==> config.mk <==
export PLATFORM = sky130hd
export DESIGN_NAME = freq_search_ctrl
export DESIGN_NICKNAME = d
export VERILOG_FILES = /design/src/rtl/freq_search_ctrl.sv
export SDC_FILE = /design/constraint.sdc
export NUM_CORES = 1
export LEC_CHECK = 0
export CAP_MARGIN = 0
export CORE_MARGIN = 8
export CORE_UTILIZATION = 25
export DETAILED_ROUTE_END_ITERATION = 12
export GPL_ROUTABILITY_DRIVEN = 0
export PLACE_DENSITY = 0.47
export SLEW_MARGIN = 25
export SYNTH_ARGS = -nofsm -noshare
export SYNTH_HDL_FRONTEND = slang
export SYNTH_SLANG_ARGS = --single-unit
==> constraint.sdc <==
create_clock -name clk -period 2.7 [get_ports clk]
set_clock_uncertainty 0.05 [all_clocks]
set_input_delay 0.675 -clock clk [delete_from_list [all_inputs] [get_ports clk]]
set_output_delay 0.675 -clock clk [all_outputs]
set_load 0.02 [all_outputs]
==> src/rtl/freq_search_ctrl.sv <==
// rtl/freq_search_ctrl.sv - control FSM sequencing the frequency-search datapath
module freq_search_ctrl #(
    parameter int ADDR_W   = 9,
    parameter int PIPE_LAT = 3,
    parameter int FREQ_W   = 8
) (
    input  logic clk,
    input  logic reset,
    input  logic start,
    input  logic abort,
    input  logic equal,
    input  logic over,
    output logic clrDp,
    output logic load,
    output logic running,
    output logic incFreq,
    output logic busy,
    output logic done,
    output logic sat
);

    typedef enum logic [2:0] {
        S_IDLE,
        S_CLEAR,
        S_LOAD,
        S_SCAN,
        S_DRAIN,
        S_DONE
    } state_t;

    // A running cycle seen while the monitor already holds 2^ADDR_W is the
    // (2^ADDR_W+1)-th one: the address counter must have wrapped by now.
    localparam logic [ADDR_W+1:0] SCAN_LIMIT = (ADDR_W+2)'(2 ** ADDR_W);
    localparam logic [FREQ_W-1:0] FREQ_MAX   = '1;
    localparam logic [2:0]        DRAIN_LAST = 3'(PIPE_LAT - 1);

    state_t              state;
    logic [PIPE_LAT-1:0] vpipe;
    logic [2:0]          drain_cnt;
    logic [FREQ_W-1:0]   freq_cnt;
    logic [ADDR_W+1:0]   scan_cnt;
    logic                qual;

    assign qual = vpipe[PIPE_LAT-1];

    // Address advance stops in the very cycle the wrap flag is seen; a match
    // is only counted when its compare belongs to a real scanned address.
    always_comb begin
        running = (state == S_SCAN) && !over;
        incFreq = equal && qual && !sat && ((state == S_SCAN) || (state == S_DRAIN));
    end

    // Sequencer, valid pipe, match counter and registered phase outputs.
    always_ff @(posedge clk) begin
        if (reset) begin
            state     <= S_IDLE;
            vpipe     <= '0;
            drain_cnt <= '0;
            freq_cnt  <= '0;
            scan_cnt  <= '0;
            sat       <= 1'b0;
            clrDp     <= 1'b0;
            load      <= 1'b0;
            busy      <= 1'b0;
            done      <= 1'b0;
        end else begin
            vpipe <= (vpipe << 1) | PIPE_LAT'(running);

            if (incFreq) begin
                freq_cnt <= freq_cnt + 1'b1;
                if (freq_cnt == FREQ_MAX - 1'b1) begin
                    sat <= 1'b1;
                end
            end

            if (abort) begin
                state     <= S_IDLE;
                vpipe     <= '0;
                drain_cnt <= '0;
                scan_cnt  <= '0;
                clrDp     <= 1'b0;
                load      <= 1'b0;
                busy      <= 1'b0;
                done      <= 1'b0;
            end else begin
                case (state)
                    S_IDLE: begin
                        if (start) begin
                            state <= S_CLEAR;
                            clrDp <= 1'b1;
                            busy  <= 1'b1;
                        end
                    end
                    S_CLEAR: begin
                        freq_cnt <= '0;
                        sat      <= 1'b0;
                        vpipe    <= '0;
                        state    <= S_LOAD;
                        clrDp    <= 1'b0;
                        load     <= 1'b1;
                    end
                    S_LOAD: begin
                        scan_cnt <= '0;
                        state    <= S_SCAN;
                        load     <= 1'b0;
                    end
                    S_SCAN: begin
                        if (running) begin
                            scan_cnt <= scan_cnt + 1'b1;
                        end
                        if (over || (scan_cnt == SCAN_LIMIT)) begin
                            drain_cnt <= '0;
                            state     <= S_DRAIN;
                        end
                    end
                    S_DRAIN: begin
                        if (drain_cnt == DRAIN_LAST) begin
                            state <= S_DONE;
                            busy  <= 1'b0;
                            done  <= 1'b1;
                        end else begin
                            drain_cnt <= drain_cnt + 3'd1;
                        end
                    end
                    S_DONE: begin
                        if (start) begin
                            state <= S_CLEAR;
                            done  <= 1'b0;
                            clrDp <= 1'b1;
                            busy  <= 1'b1;
                        end
                    end
                    default: begin
                        state <= S_IDLE;
                        clrDp <= 1'b0;
                        load  <= 1'b0;
                        busy  <= 1'b0;
                        done  <= 1'b0;
                    end
                endcase
            end
        end
    end

endmodule

After elaboration in Yosys (flattened, before gate mapping)
Index checks and enable logic that the tools add are counted.
- muxes and demuxes: 24
- add/sub/neg operators: 3
- reductions and logical operators: 24
- equality and inequality tests: 14
- bitwise gates (word level): 4
- operator list (operator ; count):
    8-bit 2-to-1 mux ; 3
    11-bit one-hot mux with 2 select lines ; 1
    3-bit 2-to-1 mux ; 5
    3-bit one-hot mux with 5 select lines ; 1
    3-bit AND reduction ; 4
    11-bit by 1-bit adder with 11-bit output (second input constant) ; 1
    11-bit by 10-bit == test with 1-bit output (second input constant) ; 1
    11-bit 2-to-1 mux ; 1
    3-bit by 2-bit == test with 1-bit output (second input constant) ; 3
    3-bit OR reduction ; 3
    8-bit by 1-bit adder with 8-bit output (second input constant) ; 1
    8-bit == test (second input constant) ; 1
    1-bit 2-to-1 mux ; 8
    4-bit OR reduction ; 2
    3-bit == test (second input constant) ; 2
    2-bit by 1-bit inequality test with 1-bit output (second input constant) ; 3
    2-bit inequality test (second input constant) ; 3
    1-bit one-hot mux with 3 select lines ; 2
    3-bit one-hot mux with 2 select lines ; 1
    1-bit logical AND ; 4
    1-bit one-hot mux with 2 select lines ; 2
    2-bit AND reduction ; 2
    2-bit nonzero test ; 2
    2-bit OR reduction ; 2
    other kinds (7) ; 11
- input port bits: 6
- output and inout port bits: 7
- bits in registers: 33
- word-level logic and storage cells: 79

Longest topological paths before layout
Gate-level depths: netlist (run 1).
- depth in word-level cells: 6
- mapped depth: 6
- gate-level depth less buffers: 6

Least setup slack after synthesis (run 1)
No wires, ideal clock.
- kind: input to output
- start: input port equal
- end: output port incFreq
- path buffers: 0
- cell stages on the path: 2
- arrival time: 1.288 ns
- setup slack: 0.687 ns
- data required time: 1.975 ns
- path through: nand3b_1 a21oi_2
- longest elaborated chain between the ends: 3
- ends and longest elaborated chain (what ; RTL line ; text):
    start, declared ; 11 ; input logic equal,
    1-bit logical AND (3 in a row) ; 50 ; incFreq = equal && qual && !sat && ((state == S_SCAN) || (state == S_DRAIN));
    end, declared ; 16 ; output logic incFreq,
No other way between the ends.

Worst setup path after layout (run 1)
Same ends and word-level chain as after synthesis.

==> metrics, run 1 <==
TritonCTS clock tree=built; cell at the slowest stage of the critical path=clkdlybuf4s50_1; CP peak stage delay=0.47 ns; via count=1412; Reg clk slew, reported paths=0.06 ns; Leak=0.670 nW; Psw=207 µW; warnings from Yosys=0; final-report setup violation count=0; hold crit path type=flip-flop to flip-flop; CTS H-Tree Depth=2; GRT busiest layer=met2; startpoint type of the worst setup path=primary input; final worst path period share=92.1%; DRT Wirelength=3670 µm; Longest Clk Path Bufs=2; GR Util met3=2.77%; post-route ant nets=0; grt met2 use=12.3%; Syn Std Cell Area=1660 µm²; worst-skew pair later-pin latency=0.29 ns; detailed-route DRC error count=0; Ports=13; total track usage=8.17%; Slew HR=55.0%; Synth Net Count=204; antenna cells=0; Worst-Margin Slew=0.670 ns; area leader, netlist=dfxtp_1; Final min period=2.49 ns; post-synthesis register bit count=33; Worst EP arrival=1.76 ns; synthesized instance count=192; GRT Residual Overflow=0; combinational group share of total power=5.6%; clock power share=39.9%; core box area=6390 µm²; Fillers=686; synth top area cells=dfxtp_1 (40%), nor2_1 (5.0%), a21oi_1 (4.8%); initial antenna violation count=0; total power=903 µW; status=completed; PortBufs=12; Placed Instance Area=1930 µm²; Power Internal=696 µW; Initial Util=26.0%; die width=97.5 µm; crit-path cells=clkdlybuf4s50_1 -> nand3b_1 -> a21oi_2 -> dlygate4sd2_1; drt pass-1 iters=4; met1 Use GR=9.91%; fin nets=229; Yosys top cell area share=39.8%; unrepaired setup endpoints after global routing=no; WS Path Type=primary input to output pin; largest net degree at the start of global routing=17; via/cell ratio=4.79; area delta synth->final=20.9%; Final Hold Fails=0; WL/cell=12.4 µm; switch share=22.9%; via count of the first global-routing pass=1370; initial DRC count=61; Die Footprint=9510 µm²; Inserted Clock Buffers=5; hold depth=1; Synth cell types=47; clock root buffer=clkbuf_8; main flop type after synthesis=dfxtp_1; Worst Path Max Fanout=2; f_max=402 MHz; pwr dens=450 nW/µm²; Post-synth EDFFs=0; Synth async-reset ratio=0%; required time worst endpoint=1.98 ns; Hold Buf Count CTS=0; fraction of layout cells with a size suffix above 1=10.1%; first-pass GRT wire length=6400 µm; pins over their slew limit=0; Die H=97.5 µm; Max Cap Viol=0; post-route design area=2010 µm²; CP endpoint kind=output pin; cells on worst reg2reg path=5; num rows=29; clock sinks=33; Max VDD drop=0.200 mV; Seq/Total Area, Yosys=39.8%; syn avg cell area=8.65 µm²; Seq pwr share=54.5%; post-DP HPWL=2580 µm
==> layout make-up <==
type	count	area (µm²)	area share (%)
multi-input combinational	140	917	45.7
timing repair buffer	23	200	9.98
inverter	14	52.6	2.62
clock buffer	8	80.1	3.99
sequential	33	661	32.9
tap	77	96.3	4.80
==> worst max-delay path: cells and delay by family <==
family	cells	cell delay, ns
buf+inv	2	0.82
compound gates	1	0.15
simple gates	1	0.11
==> per-layer routing <==
layer / part of all wire [%] / vias to the layer above
met4: 2.4 / 0
met2: 41 / 20
met1: 53 / 646
li1: - / 739
met3: 3.7 / 7
met5: 0 / -
==> per-stage QoR <==
step                hold slack, ns  instances  setup WS [ns]  utilization, %  TNS, ns
floorplan                    0.356        192          0.687               -        0
global placement             0.359        287        -0.0493            30.2  -0.0527
detailed placement           0.370        287        -0.0708            30.2   -0.111
CTS                          0.386        295          0.199            31.4        0
global route                 0.414        295          0.170            31.4        0
finish                       0.379        295          0.213            31.4        0
==> flip-flops by register name (all words and copies together), names as in the netlist <==
name and flops:
done 1, drain_cnt 3, state 3, sat 1, clrDp 1, load 1
busy 1, scan_cnt 11, freq_cnt 8, vpipe 3
==> power groups by stage <==
| stage | clock [mW] | combinational, mW | sequential, mW |
|---|---|---|---|
| finish | 0.360 | 0.0506 | 0.492 |
| global route | 0.404 | 0.0562 | 0.492 |
| CTS | 0.377 | 0.0515 | 0.492 |
| detailed placement | 0 | 0.0511 | 0.503 |
| global placement | 0 | 0.0515 | 0.503 |
| floorplan | 0 | 0.0243 | 0.506 |
==> placed cells by master (no fill, tap or decap), types with 4 or more instances in the layout <==
cell,n
inv_1,14
nand2_1,6
o21ai_0,12
dfxtp_1,33
nor2_1,22
or3_1,7
nand3_1,7
a21oi_1,16
xnor2_1,8
a211oi_1,6
buf_4,11
and2_1,5
clkbuf_8,5
nand2b_1,4
nand4_1,5
ha_1,6
clkdlybuf4s50_1,10
==> cell usage after synthesis, types with 2 or more instances <==
library cell,count
xnor2_1,8
a21oi_1,16
or4_1,2
nor2b_1,3
nor2_1,22
nand4_1,5
nand2_1,6
a211oi_1,6
and2_1,5
or3_1,7
ha_1,6
o31ai_1,3
clkbuf_1,3
dfxtp_1,33
nand3_1,7
inv_1,14
nand3b_1,2
nand2b_1,4
o21ai_0,12
==> cells by family (layout without fill, tap and decap cells) <==
family / Yosys count / count (layout) / synth area share [%]
adders and majority gates: 7 / 7 / 5.12
and+or+nand+nor: 72 / 72 / 23.8
DFF: 33 / 33 / 39.8
buffers and inverters: 19 / 45 / 4.97
xor gates and xnor gates: 9 / 9 / 4.75
AOI/OAI and AO/OA: 52 / 52 / 21.6
==> path summary, 6_finish.rpt <==
path                               start      endpoint  slack (ns)
worst max register to register  state[1]  scan_cnt[10]        0.74
worst min-delay path            vpipe[1]      vpipe[2]        0.38
worst max-delay path               equal       incFreq        0.21
worst min register to register  vpipe[1]      vpipe[2]        0.38
==> what timing repair did <==
| item | CTS | global route |
|---|---|---|
| hold endpoints to repair | 0 | 0 |
| setup endpoints to repair | 2 | 0 |
| gates resized for setup | 2 | 0 |
| buffers inserted | 0 | 0 |
No activity file was read; power rests on OpenSTA's default activity.
==> run 2: changes to the inputs <==
CAP_MARGIN = 20   (was 0)
==> results of run 2 <==
Final layout, timing and power as in run 1 (identical DEF).
==> run 3: changes to the inputs <==
PLACE_DENSITY = 0.41   (was 0.47)
SLEW_MARGIN = 10   (was 25)
==> run 3 against run 2 <==
  * Critical path depth did not move
  * Sequential power barely moved
  * Largest cell class unchanged
  * Setup slack improved by 0.0055 ns
  * Via count rose by 0.28%
  * Combinational power rose by 1%
  * Register-to-register slack improved by 0.04 ns
  * Fmax rose by 0.22%
  * Global-route usage fell by 0.078 points
  * Non-clock buffer count did not move
  * Final cell count did not move
  * Critical endpoint unchanged
  * Wire length rose by 0.87%
  * Power fell by 0.52%
==> metrics, run 3 (synthesized netlist as in run 1, its figures left out) <==
pins over their slew limit=0 (unchanged); Inserted Clock Buffers=5 (unchanged); Placed Cells=287 (unchanged); Die H=97.5 µm (unchanged); total track usage=8.09% (-0.078 points); required time worst endpoint=1.98 ns (about the same); antenna cells=0 (unchanged); register name with the most flops=scan_cnt; first-pass GRT wire length=6490 µm (+1.5%); most common cell after layout, fill and taps aside=dfxtp_1; worst-skew pair later-pin latency=0.28 ns (about the same); via count=1416 (+0.28%); most frequent cells in the layout=dfxtp_1 (33), nor2_1 (22), a21oi_1 (16); WS Path Type=primary input to output pin; initial DRC count=76 (+25%); startpoint type of the worst setup path=primary input; num rows=29 (unchanged); crit-path cells=clkdlybuf4s50_1 -> nand3b_1 -> a21oi_2 -> dlygate4sd2_1; Place WS=-0.0799 ns (-0.00913 ns); final non-filler cell total=295 (unchanged); Initial Util=26.0% (unchanged); unrepaired setup endpoints after global routing=no; final worst path period share=91.9% (-0.20 points); Worst EP arrival=1.76 ns (about the same); Max VDD drop=0.184 mV (-8.0%); PortBufs=12 (unchanged); clock root buffer=clkbuf_8; fraction of layout cells with a size suffix above 1=10.1% (unchanged); pwr dens=448 nW/µm² (-0.52%); CP peak stage delay=0.47 ns (about the same); grt met2 use=12.2% (-0.052 points); Die Footprint=9510 µm² (unchanged); final-report setup violation count=0 (unchanged); hold crit path type=flip-flop to flip-flop; post-DP HPWL=2650 µm (+2.7%); clock power share=39.5% (-0.4 points); Ports=13 (unchanged); final core occ=31.4% (unchanged); initial antenna violation count=0 (unchanged); max reg flops=11 (unchanged); Final Hold Fails=0 (unchanged); met1 Use GR=10.6% (+0.69 points); CP endpoint kind=output pin; WL/cell=12.5 µm (+0.87%); Psw=202 µW (-2.3%); PnR worst setup slack=0.219 ns (+0.00553 ns); Power Internal=696 µW (about the same); area delta synth->final=20.9% (unchanged); Worst-Margin Slew=0.715 ns (+0.0447 ns); detailed-route DRC error count=0 (unchanged); Final min period=2.48 ns (-0.00553 ns); Worst Path Max Fanout=2 (unchanged); WP buf/inv=2 (unchanged); GR Util met3=2.35% (-0.43 points); GRT busiest layer=met2; drt pass-1 iters=4 (unchanged); Max Cap Viol=0 (unchanged); GRT Residual Overflow=0 (unchanged); cell at the slowest stage of the critical path=clkdlybuf4s50_1; CP top delay family=buffers and inverters; status=completed; Seq pwr share=54.8% (+0.3 points); combinational group share of total power=5.7% (about the same); fin nets=229 (unchanged); via count of the first global-routing pass=1394 (+1.8%); setup TNS=0 ns (unchanged); Leak=0.670 nW (unchanged); Longest Clk Path Bufs=2 (unchanged); core box area=6390 µm² (unchanged); Reg clk slew, reported paths=0.06 ns (about the same); biggest regs=scan_cnt (11), freq_cnt (8); Hold Buf Count CTS=0 (unchanged); TritonCTS clock tree=built; largest net degree at the start of global routing=17 (unchanged); die width=97.5 µm (unchanged); DRT Wirelength=3700 µm (+0.87%); f_max=403 MHz (+0.22%); via/cell ratio=4.80 (+0.28%); Slew HR=52.0% (-3.0 points); total power=898 µW (-0.52%); switch share=22.5% (-0.40 points); clock sinks=33 (unchanged); post-route ant nets=0 (unchanged); CTS H-Tree Depth=2 (unchanged)
-- run 3: cell counts in the layout (fill, tap and decap cells not counted) --
No cell type changed its count.
-- run 3: layout make-up --
type,count,area (µm²)
Fill cell,710,4380
Timing Repair Buffer,23,200
Tap cell,77,96.3
Clock buffer,8,80.1
Multi-Input combinational cell,140,917
Sequential cell,33,661
Inverter,14,52.6
-- run 3: routing by layer --
layer / vias up / routed length [µm]
li1: 737 / -
met1: 648 / 1990
met2: 25 / 1520
met3: 6 / 138
met4: 0 / 52
met5: - / 0
-- run 3: timing repair --
action / 4_1_cts / 5_1_grt
endpoints found under the hold margin: 0 / 0
gates resized for setup: 2 / 0
setup buffers: 0 / 0
setup endpoints to repair: 2 / 0
-- run 3: path summary, 6_finish.rpt --
path                 start  depth (start not counted)  slack (ns)           end
setup / recovery     equal                          4        0.22       incFreq
hold / removal    vpipe[0]                          1        0.38      vpipe[1]
hold reg to reg   vpipe[0]                          1        0.38      vpipe[1]
setup reg to reg  state[1]                          5        0.78  scan_cnt[10]
-- run 3: stage by stage --
step / cell area [µm²] / hold WS [ns]
after floorplan: 1660 / 0.356
after global routing: 2010 / 0.415
final: 2010 / 0.377
after CTS: 2010 / 0.382
after detailed placement: 1930 / 0.363
after global placement: 1930 / 0.362
-- run 3: power by group through the flow --
stage          sequential, mW  clock (mW)  combinational (mW)
6_report                0.492       0.355              0.0511
3_5_place_dp            0.503           0              0.0516
5_1_grt                 0.492       0.397              0.0569
3_3_place_gp            0.503           0              0.0521
2_1_floorplan           0.506           0              0.0243
4_1_cts                 0.492       0.376              0.0520
==> variant 1: new RTL, flow settings as in run 3 <==
The parameter `PIPE_LAT` goes from 3 to 5.
--- a/src/rtl/freq_search_ctrl.sv
+++ b/src/rtl/freq_search_ctrl.sv
@@ -3,3 +3,3 @@
     parameter int ADDR_W   = 9,
-    parameter int PIPE_LAT = 3,
+    parameter int PIPE_LAT = 5,
     parameter int FREQ_W   = 8
Function: changed (Yosys sat finds a counterexample within 10 cycles, from zero or initial values and one cycle with reset high).
==> variant 1 against run 3 <==
Final area is 8.2% higher; critical path type unchanged; routed wire length is 9.9% higher; via count is 1.3% higher; total power is 11% higher; count of clock-buffer cells in the layout stayed put; largest power group unchanged; sequential cell count is 2 higher; sequential share of layout area is 0.64 points lower; global-route usage is 0.87 points higher; synthesized area is 8.3% higher; worst setup slack worse by 120 ps.
==> variant 1: results (changes against run 3) <==
The flow ran to the end, and the final reports show no timing, DRC or antenna violations. The category of cells accounting for the largest share of critical-path delay is buffers and inverters. The length of routed wiring on met1 is 2040 µm (+2.5%). The post-placement setup slack was -63.9 ps (+15.9 ps). The maximum number of pins on one net before global-route repair came to 17 (unchanged). The number of gates resized after cts is 1 (-1). The cell count of the worst reg-to-reg path came out at 4 (-1). Sorting the synthesized cells by area gives the leading types as dfxtp_1 39%, nor2_1 5.4%, xnor2_1 5.4%, a2111oi_4 4.6%, ha_1 4.2%. The sum of routed wire length over all layers is 4060 µm (+9.9%). The met3 demand-to-capacity share in global routing is 2.69% (+0.35 points). The met2 global-route usage came out at 14.1% (+1.9 points). The power density over cell area is 460 nW/µm² (+2.9%).

In this run the worst hold path is classified as reg2reg. The clock group power was 421 µW (+19%). The worst max-slew margin expressed relative to the limit came out at 57.8% (+5.8 points). The detailed-routed wire length on met2 came out at 1810 µm (+19%). The uppermost metal layer occupied by signal nets is met4. The fraction of registers with async set/reset is 0% (unchanged). The via count of the first global-routing pass is 1526 (+9.5%). After synthesis, the most frequently instantiated cells are 35 x dfxtp_1, 26 x nor2_1, 12 x inv_1. The half-perimeter wire length of the detailed placement result is 2960 µm (+12%). The number of antenna violations at the first check in global routing is 0 (unchanged). The final antenna diode count came out at 0 (unchanged). The number of fillers in the final layout is 772 (+8.7%).

The buffer depth of the longest clock path is 2 (unchanged). The largest fanout on the critical path came out at 2 (unchanged). The count of placed standard cells including taps came out at 315 (+9.8%). The buffers inserted during post-CTS setup optimization is 0 (unchanged). The post-place instance area came out at 2070 µm² (+7.4%). The part of the Yosys area used for sequential elements came out at 39.0% (-0.82 points). The worst stage delay on the critical path came to 630 ps (+160 ps). The post-layout net count came out at 235 (+2.6%).

The total via count in the routed design came out at 1435 (+1.3%). The global routing usage summed across all routing layers is 8.96% (+0.87 points). The warning count from the yosys run is 0 (unchanged). The fraction of layout instances using a drive strength above 1 came to 12.5% (+2.4 points). The number of instances in the synthesized netlist is 202 (+5.2%). The first-pass GRT wire length is 7170 µm (+10%). The data arrival time at the worst-slack endpoint came to 1880 ps (+120 ps). The synthesized net count came to 214 (+4.9%). The cell depth of the worst min-delay path came out at 1 (unchanged).

The number of different library cells in the post-synthesis netlist came to 46 (-2.1%). The number of DRC violations after detailed-routing iteration 0 came to 73 (-3.9%). The first-pass iteration count of the detailed router is 4 (unchanged). The part of the total power dissipated in sequential elements came out at 52.2% (-2.6 points).

The worst-case vdd ir drop is 0.185 mV (+0.27%). The largest registers in the layout are scan_cnt: 11 flops, freq_cnt: 8 flops, vpipe: 5 flops. The average wire per standard cell came out at 12.6 µm (+0.35%).

The leakage power figure was 0.000688 µW (+2.7%). The routed length on met3 is 162 µm (+17%). The global routing usage on met1 was 11.1% (+0.51 points). The reported net switching power was 222 µW (+9.9%).

The latest clock arrival within the worst-skew pair came out at 280 ps (about the same).
variant 1: area by class of cell:
class	count	area, µm²	area share (%)
clock buffers	8	100	4.61
inverters	12	45.0	2.07
multi-input cells	146	1000	46.1
flip-flops and latches	35	701	32.3
well taps	99	124	5.71
repair buffers	23	201	9.28
variant 1: worst paths after layout:
kind | start | endpoint | slack [ps]
hold / removal | vpipe[1] | vpipe[2] | 390
setup / recovery | over | running | 100
hold reg to reg | vpipe[1] | vpipe[2] | 390
setup reg to reg | scan_cnt[3] | drain_cnt[0] | 950
variant 1: worst reg2reg max path: stages (launching register included):
cell	delay, ps
dfxtp_1	380
nor4_1	310
nand4_1	200
o21ai_0	500
mux2i_1	240
variant 1: cell families after synthesis:
logic type,Yosys count,synth area share (%)
xor+xnor,14,6.82
flops,35,39.0
simple gates,82,23.5
mux,2,1.11
compound gates,41,19.5
buf+inv,21,5.43
fa+ha+maj,7,4.73
==> variant 2: new RTL, config.mk and constraints of run 3 <==
Without the edit above. Register the output `clrDp` once more, cleared by the reset; this adds one clock of latency there. The other outputs are not delayed to match.
--- a/src/rtl/freq_search_ctrl.sv
+++ b/src/rtl/freq_search_ctrl.sv
@@ -36,2 +36,4 @@
 
+    logic clrDp_s0;
+
     state_t              state;
@@ -61,3 +63,3 @@
             sat       <= 1'b0;
-            clrDp     <= 1'b0;
+            clrDp_s0  <= 1'b0;
             load      <= 1'b0;
@@ -80,3 +82,3 @@
                 scan_cnt  <= '0;
-                clrDp     <= 1'b0;
+                clrDp_s0  <= 1'b0;
                 load      <= 1'b0;
@@ -89,3 +91,3 @@
                             state <= S_CLEAR;
-                            clrDp <= 1'b1;
+                            clrDp_s0 <= 1'b1;
                             busy  <= 1'b1;
@@ -98,3 +100,3 @@
                         state    <= S_LOAD;
-                        clrDp    <= 1'b0;
+                        clrDp_s0 <= 1'b0;
                         load     <= 1'b1;
@@ -128,3 +130,3 @@
                             done  <= 1'b0;
-                            clrDp <= 1'b1;
+                            clrDp_s0 <= 1'b1;
                             busy  <= 1'b1;
@@ -134,3 +136,3 @@
                         state <= S_IDLE;
-                        clrDp <= 1'b0;
+                        clrDp_s0 <= 1'b0;
                         load  <= 1'b0;
@@ -144,2 +146,10 @@
 
+    always_ff @(posedge clk) begin
+        if (reset) begin
+            clrDp <= '0;
+        end else begin
+            clrDp <= clrDp_s0;
+        end
+    end
+
 endmodule
Check against the original RTL: not equivalent (Yosys sat finds a counterexample within 4 cycles, from zero or initial values and one cycle with reset high).
==> variant 2 against run 3 <==
Via count is 0.56% higher; largest power group unchanged; core utilization about the same; routed wire length grew 14%; final area up 7.0%; worst setup slack improved by 30 ps; sequential cell count increased by 1; critical path depth fell by 1; global-route usage increased by 0.85 points; combinational power rose by 6.5%; synthesized area grew 6.9%; total power grew 16%; non-clock buffer count fell by 1.
==> variant 2: results (changes against run 3) <==
The flow ran to the end, and the final reports show no timing, DRC or antenna violations. The post-layout net count came out at 233 (+1.7%). The number of antenna violations at the first check in global routing came out at 0 (unchanged). The clock-pin slew on the worst setup and hold paths was 80 ps (+20 ps). The cell count of the worst reg-to-reg path came out at 5 (unchanged). The warning count from the yosys run came out at 0 (unchanged). The worst hold path belongs to the class reg2reg. The number of DRC violations after detailed-routing iteration 0 is 33 (-57%).

The data arrival time at the worst-slack endpoint is 1730 ps (-30 ps). The sum of routed wire length over all layers is 4220 µm (+14%). The critical path starts at over.

The half-perimeter wire length of the detailed placement result is 2970 µm (+12%). The post-detailed-route via-to-cell ratio is 4.49 (-6.4%). The routed length on met3 is 119 µm (-14%). The post-placement setup slack came out at -28.4 ps (+51.5 ps). The maximum number of pins on one net before global-route repair came out at 18 (+1). The worst max-slew margin expressed relative to the limit came out at 54.7% (+2.6 points). The uppermost metal layer occupied by signal nets is met4.

The synthesized net count is 212 (+3.9%). Following the worst setup path forward leads to its endpoint at running. The fraction of power spent switching nets is 21.1% (-1.4 points).

The worst-case vdd ir drop is 0.169 mV (-8.4%). The cell at the root of the clock tree is clkbuf_8. The number of different library cells in the post-synthesis netlist is 51 (+8.5%). The leakage power figure came out at 0.000691 µW (+3.2%). The worst path setup slack after routing was 248 ps (+29.7 ps). The worst register-to-register path ends at scan_cnt[10]. The final antenna diode count is 0 (unchanged).

The largest registers in the layout are scan_cnt: 11 flops, freq_cnt: 8 flops. The number of flops mapped to enable cells by yosys is 0 (unchanged). The reg-to-reg setup timing slack is 720 ps (-60 ps). The length of routed wiring on met1 is 2210 µm (+11%). The number of clock buffers inserted by TritonCTS is 5 (unchanged). The H-tree level count came to 2 (unchanged). The commonest cells after synthesis are 34 x dfxtp_1, 27 x nor2_1, 16 x inv_1. The buffers inserted during post-CTS setup optimization came to 0 (unchanged). The global routing usage summed across all routing layers came to 8.94% (+0.85 points). The first-pass iteration count of the detailed router was 4 (unchanged). The latest clock arrival within the worst-skew pair is approximately 290 ps.

The detailed-routed wire length on met2 is 1810 µm (+20%). The buffer depth of the longest clock path was 2 (unchanged). The part of the Yosys area used for sequential elements is 38.4% (-1.4 points). The number of fillers in the final layout was 756 (+6.5%).

The fraction of registers with async set/reset came out at 0% (unchanged). The post-place instance area is 2040 µm² (+5.6%). The via count of the first global-routing pass came out at 1424 (+2.2%).

The first-pass GRT wire length is 7030 µm (+8.3%). The largest fanout on the critical path is 2 (unchanged). Yosys attributes the largest share of cell area to dfxtp_1 38%, xnor2_1 5.9%, nor2_1 5.7%, a2111oi_4 4.7%, ha_1 4.2%. The worst register-to-register path begins at state[2]. The fraction of layout instances using a drive strength above 1 was 12.7% (+2.6 points). The number of I/O port buffers is 12 (unchanged).
variant 2: cell count changes in the layout (fill, tap and decap cells not counted), moves of 3 or more:
cell | run 3 | this run
o21ai_0 | 12 | 5
nor2_1 | 22 | 27
a21oi_1 | 16 | 12
nand4_1 | 5 | 1
or3_1 | 7 | 3
xnor2_1 | 8 | 12
and2_1 | 5 | 2
clkbuf_1 | 3 | 0
nand2_1 | 6 | 9
nor4_1 | 1 | 4
variant 2: how the worst min path moves through the flow:
stage	slack, ps	cells after the start	from	end
2_1_floorplan	360	1	vpipe[0]	vpipe[1]
3_3_place_gp	380	1	vpipe[0]	vpipe[1]
3_5_place_dp	370	1	vpipe[0]	vpipe[1]
4_1_cts	390	1	vpipe[0]	vpipe[1]
5_1_grt	390	1	vpipe[0]	vpipe[1]
6_report	390	1	vpipe[0]	vpipe[1]
variant 2: power by group through the flow:
| stage | sequential, µW | combinational (µW) | clock (µW) |
|---|---|---|---|
| finish | 507 | 54.4 | 483 |
| global route | 507 | 59.1 | 526 |
| CTS | 507 | 54.8 | 503 |
| detailed placement | 518 | 54.5 | 0 |
| global placement | 518 | 55.0 | 0 |
| floorplan | 520 | 28.1 | 0 |
variant 2: per-stage QoR:
stage,std cells,TNS [ps],hold slack [ps],utilization [%],power (µW)
final,317,0,385,31.4,1040
after CTS,317,0,388,31.4,1060
after global routing,317,0,392,31.4,1090
after detailed placement,310,-52.6,366,29.8,573
after floorplan,200,0,356,-,548
after global placement,310,-27.8,382,29.8,574
variant 2: repair_timing:
action,in CTS,in global routing
endpoints found under the hold margin,0,0
hold buffers,0,0
endpoints found under the setup margin,2,0
gates resized for setup,2,0
variant 2: critical path: stages:
cell             delay (ps)
clkdlybuf4s50_1         410
and4bb_2                300
dlygate4sd2_1           330
variant 2: metal layers:
| layer | up-vias | GRT usage (%) |
|---|---|---|
| li1 | 745 | - |
| met1 | 655 | 11.7 |
| met2 | 17 | 13.1 |
| met3 | 7 | 2.56 |
| met4 | 0 | 4.19 |
| met5 | - | 0 |
variant 2: layout make-up:
type / count / area share, %
repair buffers: 22 / 8.97
clock buffers: 6 / 3.85
flip-flops and latches: 34 / 31.7
well taps: 96 / 5.59
clock inverters: 1 / 1.40
inverters: 16 / 2.80
multi-input cells: 142 / 45.7
variant 2: cells by family after synthesis:
| kind of cell | synth area share, % |
|---|---|
| adders and majority gates | 4.80 |
| buffers and inverters | 6.35 |
| and+or+nand+nor | 24.9 |
| xor gates and xnor gates | 6.42 |
| DFF | 38.4 |
| AOI/OAI and AO/OA | 19.2 |
